### src/rtl/cpu_pkg.sv
//------------------------------------------------------------------------------
// cpu_pkg : shared CPU types and widths used by fetch, ROM and decode.
// Rev 1.0
//------------------------------------------------------------------------------
`default_nettype none

package cpu_pkg;

    localparam int CPU_ADDR_W  = 11;
    localparam int CPU_DATA_W  = 32;
    localparam int INSTR_BYTES = 4;

    typedef enum logic [1:0] {
        ST_BOOT = 2'd0,
        ST_RUN  = 2'd1,
        ST_HALT = 2'd2
    } fetch_state_t;

    function automatic logic is_aligned(input logic [1:0] lsb);
        return (lsb == 2'b00);
    endfunction

endpackage

`default_nettype wire

### src/rtl/fetch_next_pc.sv
//------------------------------------------------------------------------------
// fetch_next_pc : combinational ROM address select and sequential increment.
// Rev 1.0
//------------------------------------------------------------------------------
`default_nettype none

module fetch_next_pc
    import cpu_pkg::*;
#(
    parameter int ADDR_W = CPU_ADDR_W
) (
    input  fetch_state_t      state,
    input  logic [ADDR_W-1:0] fetch_pc,
    input  logic [ADDR_W-1:0] resp_pc,
    input  logic              stall,
    input  logic              redirect_valid,
    input  logic [ADDR_W-1:0] redirect_pc,
    input  logic              halt_req,
    output logic [ADDR_W-1:0] rom_addr,
    output logic [ADDR_W-1:0] next_fetch_pc,
    output logic              misaligned,
    output logic              stop
);

    logic aligned;

    always_comb begin
        aligned       = is_aligned(redirect_pc[1:0]);
        misaligned    = 1'b0;
        stop          = 1'b0;
        rom_addr      = resp_pc;

        case (state)
            ST_BOOT: rom_addr = fetch_pc;
            ST_RUN: begin
                // Halt outranks redirect; a bad target is never issued.
                if (halt_req) begin
                    rom_addr = resp_pc;
                    stop     = 1'b1;
                end else if (redirect_valid) begin
                    if (aligned) begin
                        rom_addr = redirect_pc;
                    end else begin
                        rom_addr   = resp_pc;
                        misaligned = 1'b1;
                        stop       = 1'b1;
                    end
                end else if (stall) begin
                    rom_addr = resp_pc;
                end else begin
                    rom_addr = fetch_pc;
                end
            end
            default: rom_addr = resp_pc;
        endcase

        next_fetch_pc = rom_addr + ADDR_W'(INSTR_BYTES);
    end

endmodule

`default_nettype wire

### src/rtl/fetch_unit.sv
//------------------------------------------------------------------------------
// fetch_unit : PC owner for the instruction ROM; pairs returned words with PC.
// Rev 1.0
//------------------------------------------------------------------------------
`default_nettype none

module fetch_unit
    import cpu_pkg::*;
#(
    parameter int                ADDR_W   = CPU_ADDR_W,
    parameter int                DATA_W   = CPU_DATA_W,
    parameter logic [ADDR_W-1:0] RESET_PC = '0
) (
    input  logic              clk,
    input  logic              aclr_n,
    output logic              rom_aclr,
    output logic [ADDR_W-1:0] rom_addr,
    input  logic [DATA_W-1:0] rom_dout,
    input  logic              stall,
    input  logic              redirect_valid,
    input  logic [ADDR_W-1:0] redirect_pc,
    input  logic              halt_req,
    output logic [DATA_W-1:0] instr,
    output logic [ADDR_W-1:0] instr_pc,
    output logic              instr_valid,
    output logic              halted,
    output logic              misalign_err
);

    fetch_state_t      state;
    fetch_state_t      state_nxt;
    logic [ADDR_W-1:0] fetch_pc;
    logic [ADDR_W-1:0] resp_pc;
    logic              err;
    logic [ADDR_W-1:0] next_fetch_pc;
    logic              misaligned;
    logic              stop;

    fetch_next_pc #(
        .ADDR_W (ADDR_W)
    ) u_next_pc (
        .state          (state),
        .fetch_pc       (fetch_pc),
        .resp_pc        (resp_pc),
        .stall          (stall),
        .redirect_valid (redirect_valid),
        .redirect_pc    (redirect_pc),
        .halt_req       (halt_req),
        .rom_addr       (rom_addr),
        .next_fetch_pc  (next_fetch_pc),
        .misaligned     (misaligned),
        .stop           (stop)
    );

    always_ff @(posedge clk or negedge aclr_n) begin
        if (!aclr_n) begin
            state <= ST_BOOT;
        end else begin
            state <= state_nxt;
        end
    end

    always_comb begin
        state_nxt = state;
        case (state)
            ST_BOOT: state_nxt = ST_RUN;
            ST_RUN:  if (stop) state_nxt = ST_HALT;
            ST_HALT: state_nxt = ST_HALT;
            default: state_nxt = ST_BOOT;
        endcase
    end

    // resp_pc tracks the address the ROM has latched, so instr_pc lines up with rom_dout.
    always_ff @(posedge clk or negedge aclr_n) begin
        if (!aclr_n) begin
            fetch_pc <= RESET_PC;
            resp_pc  <= RESET_PC;
            err      <= 1'b0;
        end else begin
            case (state)
                ST_BOOT: begin
                    resp_pc  <= RESET_PC;
                    fetch_pc <= RESET_PC + ADDR_W'(INSTR_BYTES);
                end
                ST_RUN: begin
                    resp_pc  <= rom_addr;
                    fetch_pc <= next_fetch_pc;
                    if (misaligned) begin
                        err <= 1'b1;
                    end
                end
                default: begin
                    resp_pc  <= resp_pc;
                    fetch_pc <= fetch_pc;
                end
            endcase
        end
    end

    assign rom_aclr     = ~aclr_n;
    assign instr        = rom_dout;
    assign instr_pc     = resp_pc;
    assign instr_valid  = (state == ST_RUN);
    assign halted       = (state == ST_HALT);
    assign misalign_err = err;

endmodule

`default_nettype wire

### config.mk
export PLATFORM = sky130hd
export DESIGN_NAME = fetch_unit
export DESIGN_NICKNAME = d
export VERILOG_FILES = /design/src/rtl/cpu_pkg.sv /design/src/rtl/fetch_next_pc.sv /design/src/rtl/fetch_unit.sv
export SDC_FILE = /design/constraint.sdc
export NUM_CORES = 1
export LEC_CHECK = 0
export CAP_MARGIN = 20
export CORE_ASPECT_RATIO = 1.75
export CORE_MARGIN = 2
export CORE_UTILIZATION = 38
export DETAILED_ROUTE_END_ITERATION = 6
export GPL_ROUTABILITY_DRIVEN = 1
export PLACE_DENSITY = 0.86
export SYNTH_ARGS = -nofsm -noshare
export SYNTH_HDL_FRONTEND = slang
export SYNTH_SLANG_ARGS = --single-unit
### constraint.sdc
create_clock -name clk -period 3.83 [get_ports clk]
set_input_delay 0.766 -clock clk [delete_from_list [all_inputs] [get_ports clk]]
set_output_delay 0.766 -clock clk [all_outputs]
set_load 0.02 [all_outputs]
==> reports/qor.csv, run 1 <==
metric,value,unit
CP cell instances,"clkdlybuf4s50_1, nor2_1, a21o_2, a22oi_2, and2_1, inv_1, clkdlybuf4s50_1",
drt wl/cell,15.3,um
die height,88.4,um
synth-to-layout area growth,19.3,%
Final HPWL DP,2.75,mm
Final TNS setup,0,ns
footprint of the multi-input gates,657,sq um
Synth Flop Type,dfrtp_1,
Buf/Inv on CP,3,
largest net degree at the start of global routing,24,
CP max FO,8,
Critical Setup Path Class,in2out,
CP Capture Type,output pin,
DRC viols,0,
Reg area,576,sq um
GR Util All Layers,0.168,
status,completed,
# clock sinks,23,
"top cells by area, synth","dfrtp_1 37%, buf_4 17%, a22o_1 4.5%, a22oi_1 3.4%, ha_1 3.2%",
worst-margin pin slew,0.637,ns
port bufs,41,
syn_nets,221,
initial antenna violation count,0,
floorplan core area,0.00390,sq mm
later-pin clock latency in the skew report,0.27,ns
first-pass iteration count of the detailed router,4,
remaining global-route overflow,0,
r2r setup slk,1.01,ns
# rows,30,
asr flop ratio synth,1.00,
crit path from,redirect_valid,
P_leak,0.000821,uW
Nets,236,
"Top cell by count, worst path",clkdlybuf4s50_1,
Synthesis Warnings,0,
FMAX,0.271,GHz
Max clock buf depth,2,
Initial Util,0.396,
Post-synth EDFFs,0,
gpl congestion,0.883,
vias in the first global route,1298,
drt initial violations,47,
design area,0.00185,sq mm
flop and latch count out of synthesis,23,
RSZ-0062 raised after global routing,yes,
Synth Instances,169,
"Cell Area, Placed",0.00179,sq mm
"Hold Violations, Final",0,
worst path required time,3.06,ns
slew margin rel.,0.574,
P per Cell Area,517,mW/mm^2
Worst Skew,0.00494,ns
htree depth,1,
Post-synth top cells,"35 x buf_4, 23 x dfrtp_1, 11 x nand2_1, 10 x nor2_1",
CTS root buffer,clkbuf_8,
# IOs,106,
postcts setup bufs,0,
post-CTS sizing,0,
Num CTS Buffers,3,
CP max stage cell,clkdlybuf4s50_1,
CP Launch Type,input pin,
clock-pin slew on the worst setup and hold paths,0.08,ns
Routed Antenna Nets,0,
Hold Crit Class,reg2reg,
Slew Limit Fails,0,
share of cells above drive strength 1,0.104,
Post-CTS Hold Buffers,0,
Die Wd,52.2,um
Top delay family on crit path,buffers and inverters,
Max Cap Viol,0,
critical path's largest stage delay,0.61,ns
reg2reg path depth,13,
post-synth top area share,0.372,
top-count cell post-synth,buf_4,
drt via density,5.44,
reg2reg end,fetch_pc[10]$_DFFE_PN0N_,
Worst Path Arrival,2.93,ns
Cell variety after synth,39,
drt total wl,3.55,mm
synthesized area per cell,9.16,sq um
# setup viols final,0,
CTS tree,yes,
Final period util,0.965,
worst r2r src,state[0]$_DFFE_PN0P_,
Yosys top cell by area,dfrtp_1,
Die ar.,0.00462,sq mm
Worst VDD drop,0.436,mV
Fill cells,391,
post-layout min period,3.70,ns
Critical Path Stages,7,
ANT cells,0,
Vias,1256,
post-synthesis sequential area ratio,0.372,
end point of the critical path,rom_addr[5],
Syn Std Cell Area,0.00155,sq mm
first-pass GRT wire length,5.84,mm
==> per-layer routing <==
metal  vias to the layer above  wire length [um]  part of all wire  track usage
met1                       606              1260              0.36        0.183
met4                         0               172             0.049        0.110
met2                        47              1860              0.52        0.289
met3                        26               250             0.071       0.0338
li1                        577                 -                 -            -
met5                         -                 0                 0            0
==> worst reg2reg max path, cell delays in order, from the launching register on <==
cell and delay [ns]:
dfrtp_1 0.36, inv_1 0.07, ha_1 0.30, nor2b_2 0.23
a211oi_4 0.34, o21ai_0 0.20, and2_1 0.19, inv_1 0.07
ha_1 0.20, inv_1 0.07, a21oi_1 0.22, nand4_1 0.15
xnor2_1 0.16, a22o_1 0.17
==> how the worst min path moves through the flow <==
stage | start | endpoint | slack, ns | cells past startpoint
floorplan | fetch_pc[3]$_DFFE_PN0N_ | fetch_pc[3]$_DFFE_PN0N_ | 0.46 | 1
global placement | misalign_err$_DFFE_PN0P_ | misalign_err$_DFFE_PN0P_ | 0.47 | 1
detailed placement | misalign_err$_DFFE_PN0P_ | misalign_err$_DFFE_PN0P_ | 0.47 | 1
CTS | misalign_err$_DFFE_PN0P_ | misalign_err$_DFFE_PN0P_ | 0.49 | 1
global route | misalign_err$_DFFE_PN0P_ | misalign_err$_DFFE_PN0P_ | 0.50 | 1
finish | misalign_err$_DFFE_PN0P_ | misalign_err$_DFFE_PN0P_ | 0.49 | 1
==> power breakdown <==
part	internal, uW	switching [uW]	leakage (uW)
Combinational	201	302	0.000487
Sequential	278	20.5	0.000308
Clock	72.8	81.0	0.0000255
==> cells in the final DEF, fill, tap and decap left out, types with 2 or more instances in the layout <==
| cell | count |
|---|---|
| o21ai_1 | 4 |
| dfrtp_1 | 23 |
| a22oi_1 | 6 |
| xnor2_1 | 5 |
| ha_1 | 4 |
| nand2_1 | 11 |
| clkbuf_8 | 3 |
| nand4_1 | 2 |
| clkinv_2 | 2 |
| o21ai_0 | 6 |
| a32o_1 | 2 |
| a22oi_2 | 2 |
| a22o_1 | 8 |
| buf_4 | 7 |
| clkdlybuf4s50_1 | 40 |
| nor2b_1 | 3 |
| nor2_1 | 10 |
| a21boi_0 | 2 |
| inv_1 | 9 |
| and2_1 | 5 |
| a21oi_1 | 9 |
==> final cells by class <==
class / instances / share of cell area
clock buffers: 3 / 0.0224
clock inverters: 1 / 0.00271
inverters: 11 / 0.0230
multi-input cells: 97 / 0.356
flip-flops and latches: 23 / 0.312
well taps: 48 / 0.0325
repair buffers: 48 / 0.252
==> registers in the layout (all words and copies together) (netlist names) <==
register      flops
fetch_pc         11
instr_pc          9
state             2
misalign_err      1
==> stage by stage <==
step                      utilization  std cells  hold slack, ns  total power [uW]  setup slack [ns]
after CTS                       0.470        231           0.485               956            0.0892
after detailed placement        0.458        227           0.466               801            0.0865
final                           0.473        231           0.485               954             0.135
after floorplan                     -        169           0.464               663              1.07
after global placement          0.458        227           0.472               796             0.143
after global routing            0.473        231           0.500              1020          0.000341
==> cell families after synthesis <==
family | share of synthesized area
adders and majority gates | 0.0323
and+or+nand+nor | 0.129
buffers and inverters | 0.209
AOI/OAI and AO/OA | 0.229
DFF | 0.372
xor gates and xnor gates | 0.0283
No activity file was read; power rests on OpenSTA's default activity.
==> inputs of run 2 (changes only) <==
--- a/config.mk
+++ b/config.mk
@@ -7,7 +7,6 @@
 export LEC_CHECK = 0
 export CAP_MARGIN = 20
 export CORE_ASPECT_RATIO = 1.75
-export CORE_MARGIN = 2
 export CORE_UTILIZATION = 38
 export DETAILED_ROUTE_END_ITERATION = 6
 export GPL_ROUTABILITY_DRIVEN = 1
==> reports/qor.csv, run 2 (synthesis gave the netlist of run 1 again) <==
metric,value,unit
largest net degree at the start of global routing,24,
Max Cap Viol,0,
Die ar.,0.00434,sq mm
htree depth,1,
share of cells above drive strength 1,0.104,
"most common cell after layout, fill and taps aside",clkdlybuf4s50_1,
Vias,1239,
later-pin clock latency in the skew report,0.27,ns
drt wl/cell,15.6,um
die height,86.4,um
# rows,30,
Max clock buf depth,2,
clock-pin slew on the worst setup and hold paths,0.08,ns
Nets,236,
# clock sinks,23,
CP Launch Type,input pin,
Worst VDD drop,0.479,mV
CP max FO,8,
max reg flops,11,
worst-margin pin slew,0.639,ns
Pwr Total,958,uW
drt initial violations,57,
first-pass GRT wire length,5.73,mm
drt total wl,3.60,mm
status,completed,
Hold Crit Class,reg2reg,
Worst Skew,0.00769,ns
ANT cells,0,
"Hold Violations, Final",0,
floorplan core area,0.00390,sq mm
Fill cells,390,
CTS root buffer,clkbuf_8,
initial antenna violation count,0,
first-pass iteration count of the detailed router,4,
Num CTS Buffers,3,
drt via density,5.36,
most frequent cells in the layout,"41 x clkdlybuf4s50_1, 23 x dfrtp_1, 11 x nand2_1",
slew margin rel.,0.572,
Critical Setup Path Class,in2out,
CP Capture Type,output pin,
worst path required time,3.06,ns
Final period util,0.972,
port bufs,41,
Initial Util,0.396,
# IOs,106,
Slew Limit Fails,0,
P per Cell Area,519,mW/mm^2
Post-Place Worst Slack,0.0702,ns
FMAX,0.269,GHz
post-layout min period,3.72,ns
Worst Path Arrival,2.96,ns
Final TNS setup,0,ns
# setup viols final,0,
remaining global-route overflow,0,
vias in the first global route,1291,
gpl congestion,0.804,
final worst setup slack,0.107,ns
hold slack,0.500,ns
Routed Antenna Nets,0,
most flop-heavy register,fetch_pc,
DRC viols,0,
P_leak,0.000799,uW
Die Wd,50.2,um
Final HPWL DP,2.80,mm
CTS tree,yes,
GR Util All Layers,0.174,
synth-to-layout area growth,19.2,%
==> run 2: through the flow <==
step / area, sq um / std cells / util
final: 1850 / 231 / 0.473
after global routing: 1850 / 231 / 0.473
after global placement: 1790 / 227 / 0.458
after CTS: 1830 / 231 / 0.470
after detailed placement: 1790 / 227 / 0.458
after floorplan: 1550 / 169 / -
==> run 2: area by class of cell <==
cell class / count / area, sq um / share of cell area
Inverter: 11 / 42.5 / 0.0231
Clock buffer: 4 / 45.0 / 0.0244
Sequential cell: 23 / 576 / 0.312
Multi-Input combinational cell: 97 / 659 / 0.357
Timing Repair Buffer: 48 / 463 / 0.251
Tap cell: 48 / 60.1 / 0.0325
==> run 2: final timing paths <==
| kind | cells after the start | slack, ns | to | from |
|---|---|---|---|---|
| min in group asynchronous | 2 | 0.93 | instr_pc[8]$_DFFE_PN0N_ | aclr_n |
| min | 1 | 0.50 | misalign_err$_DFFE_PN0P_ | misalign_err$_DFFE_PN0P_ |
| max in group asynchronous | 2 | 2.66 | instr_pc[5]$_DFFE_PN0N_ | aclr_n |
| max | 7 | 0.11 | rom_addr[8] | redirect_valid |
| max reg2reg | 13 | 0.95 | fetch_pc[10]$_DFFE_PN0N_ | state[0]$_DFFE_PN0P_ |
| min reg2reg | 1 | 0.50 | misalign_err$_DFFE_PN0P_ | misalign_err$_DFFE_PN0P_ |
==> run 2: power breakdown <==
| group | leakage (uW) | internal (uW) | switching [uW] |
|---|---|---|---|
| Clock | 0.0000228 | 74.3 | 77.2 |
| Sequential | 0.000308 | 278 | 20.7 |
| Combinational | 0.000468 | 201 | 307 |
==> run 2: repair_timing <==
item | CTS | global route
resized for setup | 0 | 4
endpoints found under the setup margin | 0 | 2
buffers inserted | 0 | 0
hold buffers | 0 | 0
==> run 2: critical path, cell delays in order <==
cell and delay (ns):
clkdlybuf4s50_1 0.62, nor2_2 0.11, a21o_2 0.30, a22o_1 0.25, a21oi_1 0.22, inv_1 0.14, clkdlybuf4s50_1 0.56
==> run 2: metal layers <==
metal | track usage | up-vias | part of all wire
li1 | - | 576 | -
met1 | 0.185 | 583 | 0.36
met2 | 0.296 | 54 | 0.52
met3 | 0.0316 | 26 | 0.068
met4 | 0.132 | 0 | 0.047
met5 | 0 | - | 0
==> inputs of run 3 (changes only) <==
--- a/config.mk
+++ b/config.mk
@@ -8,6 +8,7 @@
 export CAP_MARGIN = 20
 export CORE_ASPECT_RATIO = 1.75
 export CORE_UTILIZATION = 38
+export CTS_BUF_LIST = sky130_fd_sc_hd__clkbuf_16
 export DETAILED_ROUTE_END_ITERATION = 6
 export GPL_ROUTABILITY_DRIVEN = 1
 export PLACE_DENSITY = 0.86
==> reports/qor.csv, run 3 (synthesis gave the netlist of run 1 again) <==
metric,value,unit
end point of the critical path,rom_addr[8],
"most common cell after layout, fill and taps aside",clkdlybuf4s50_1,
Fill cells,382,
vias in the first global route,1326,
post-layout min period,3.66,ns
ANT cells,0,
Nets,236,
largest net degree at the start of global routing,24,
r2r setup slk,0.97,ns
slew margin rel.,0.566,
max reg flops,11,
first-pass iteration count of the detailed router,4,
CTS root buffer,clkbuf_16,
P per Cell Area,548,mW/mm^2
P_leak,0.000828,uW
CP max FO,7,
Max clock buf depth,2,
later-pin clock latency in the skew report,0.26,ns
Worst Skew,0.00468,ns
Die ar.,0.00434,sq mm
Final period util,0.957,
postcts setup bufs,0,
Final TNS setup,0,ns
# setup viols final,0,
Final HPWL DP,2.80,mm
status,completed,
reg2reg end,fetch_pc[10]$_DFFE_PN0N_,
Sw Ratio,0.400,
initial antenna violation count,0,
Pwr Total,1030,uW
share of cells above drive strength 1,0.104,
post-layout util,0.482,
drt wl/cell,15.8,um
floorplan core area,0.00390,sq mm
die height,86.4,um
design area,0.00188,sq mm
worst-margin pin slew,0.651,ns
Initial Util,0.396,
Top delay family on crit path,buffers and inverters,
Post-Place Worst Slack,0.0702,ns
remaining global-route overflow,0,
Critical Setup Path Class,in2out,
port bufs,41,
Routed Antenna Nets,0,
# IOs,106,
"Hold Violations, Final",0,
drt total wl,3.65,mm
Worst Path Arrival,2.90,ns
RSZ-0062 raised after global routing,no,
crit path from,redirect_pc[1],
worst r2r src,state[0]$_DFFE_PN0P_,
Pint,619,uW
final worst setup slack,0.166,ns
clock-pin slew on the worst setup and hold paths,0.06,ns
Num CTS Buffers,3,
worst path required time,3.06,ns
Critical Path Stages,8,
Worst VDD drop,0.510,mV
# clock sinks,23,
CP Capture Type,output pin,
most frequent cells in the layout,"40 x clkdlybuf4s50_1, 23 x dfrtp_1, 11 x nand2_1",
gpl congestion,0.804,
Slew Limit Fails,0,
Die Wd,50.2,um
first-pass GRT wire length,5.89,mm
switching power,412,uW
most flop-heavy register,fetch_pc,
CTS tree,yes,
GR Util All Layers,0.179,
drt initial violations,53,
drt via density,5.46,
CP max stage cell,clkdlybuf4s50_1,
DRC viols,0,
Comb pwr share,0.493,
Max Cap Viol,0,
Reg power frac,0.290,
CP cell instances,"clkdlybuf4s50_1, nor2_1, buf_4, a211oi_4, or2_1, a21oi_1, inv_1, clkdlybuf4s50_1",
# rows,30,
critical path's largest stage delay,0.62,ns
CP Launch Type,input pin,
synth-to-layout area growth,21.6,%
htree depth,1,
Buf/Inv on CP,4,
Vias,1262,
Hold Crit Class,reg2reg,
Clock power frac,0.218,
reg2reg path depth,13,
"Cell Area, Placed",0.00179,sq mm
"Top cell by count, worst path",clkdlybuf4s50_1,
FMAX,0.273,GHz
run 3: cell count changes in the layout (fill, tap and decap cells not counted):
cell / delta
inv_1: +1
clkdlybuf4s50_1: -1
clkbuf_8: -3
dlymetal6s2s_1: +1
clkbuf_16: +3
clkbuf_1: -1
run 3: final cells by class:
| class | instances | area [sq um] | share of cell area |
|---|---|---|---|
| multi-input cells | 97 | 659 | 0.350 |
| flip-flops and latches | 23 | 576 | 0.306 |
| inverters | 11 | 42.5 | 0.0226 |
| clock inverters | 1 | 3.75 | 0.00199 |
| repair buffers | 48 | 465 | 0.247 |
| clock buffers | 3 | 75.1 | 0.0399 |
| well taps | 48 | 60.1 | 0.0319 |
run 3: what timing repair did:
item,CTS,global route
endpoints found under the setup margin,0,3
resized for setup,0,5
hold buffers,0,0
run 3: routing by layer:
metal	global-route usage	part of all wire
met1	0.188	0.36
met5	0	0
met2	0.299	0.52
met3	0.0316	0.066
met4	0.156	0.057
run 3: power groups by stage:
stage | combinational (uW) | sequential (uW) | clock, uW
floorplan | 350 | 313 | 0
global placement | 492 | 301 | 0
detailed placement | 500 | 303 | 0
CTS | 505 | 299 | 225
global route | 560 | 305 | 242
finish | 508 | 299 | 224
run 3: worst min-delay path by stage:
stage	endpoint	cells after the start	slack (ns)	startpoint
2_1_floorplan	fetch_pc[3]$_DFFE_PN0N_	1	0.46	fetch_pc[3]$_DFFE_PN0N_
3_3_place_gp	misalign_err$_DFFE_PN0P_	1	0.47	misalign_err$_DFFE_PN0P_
3_5_place_dp	misalign_err$_DFFE_PN0P_	1	0.47	misalign_err$_DFFE_PN0P_
4_1_cts	misalign_err$_DFFE_PN0P_	1	0.49	misalign_err$_DFFE_PN0P_
5_1_grt	fetch_pc[7]$_DFFE_PN0N_	1	0.52	fetch_pc[7]$_DFFE_PN0N_
6_report	misalign_err$_DFFE_PN0P_	1	0.49	misalign_err$_DFFE_PN0P_
run 3: per-stage QoR:
| stage | hold WS [ns] | instances |
|---|---|---|
| 4_1_cts | 0.494 | 231 |
| 3_3_place_gp | 0.472 | 227 |
| 2_1_floorplan | 0.464 | 169 |
| 6_report | 0.494 | 231 |
| 5_1_grt | 0.519 | 231 |
| 3_5_place_dp | 0.473 | 227 |
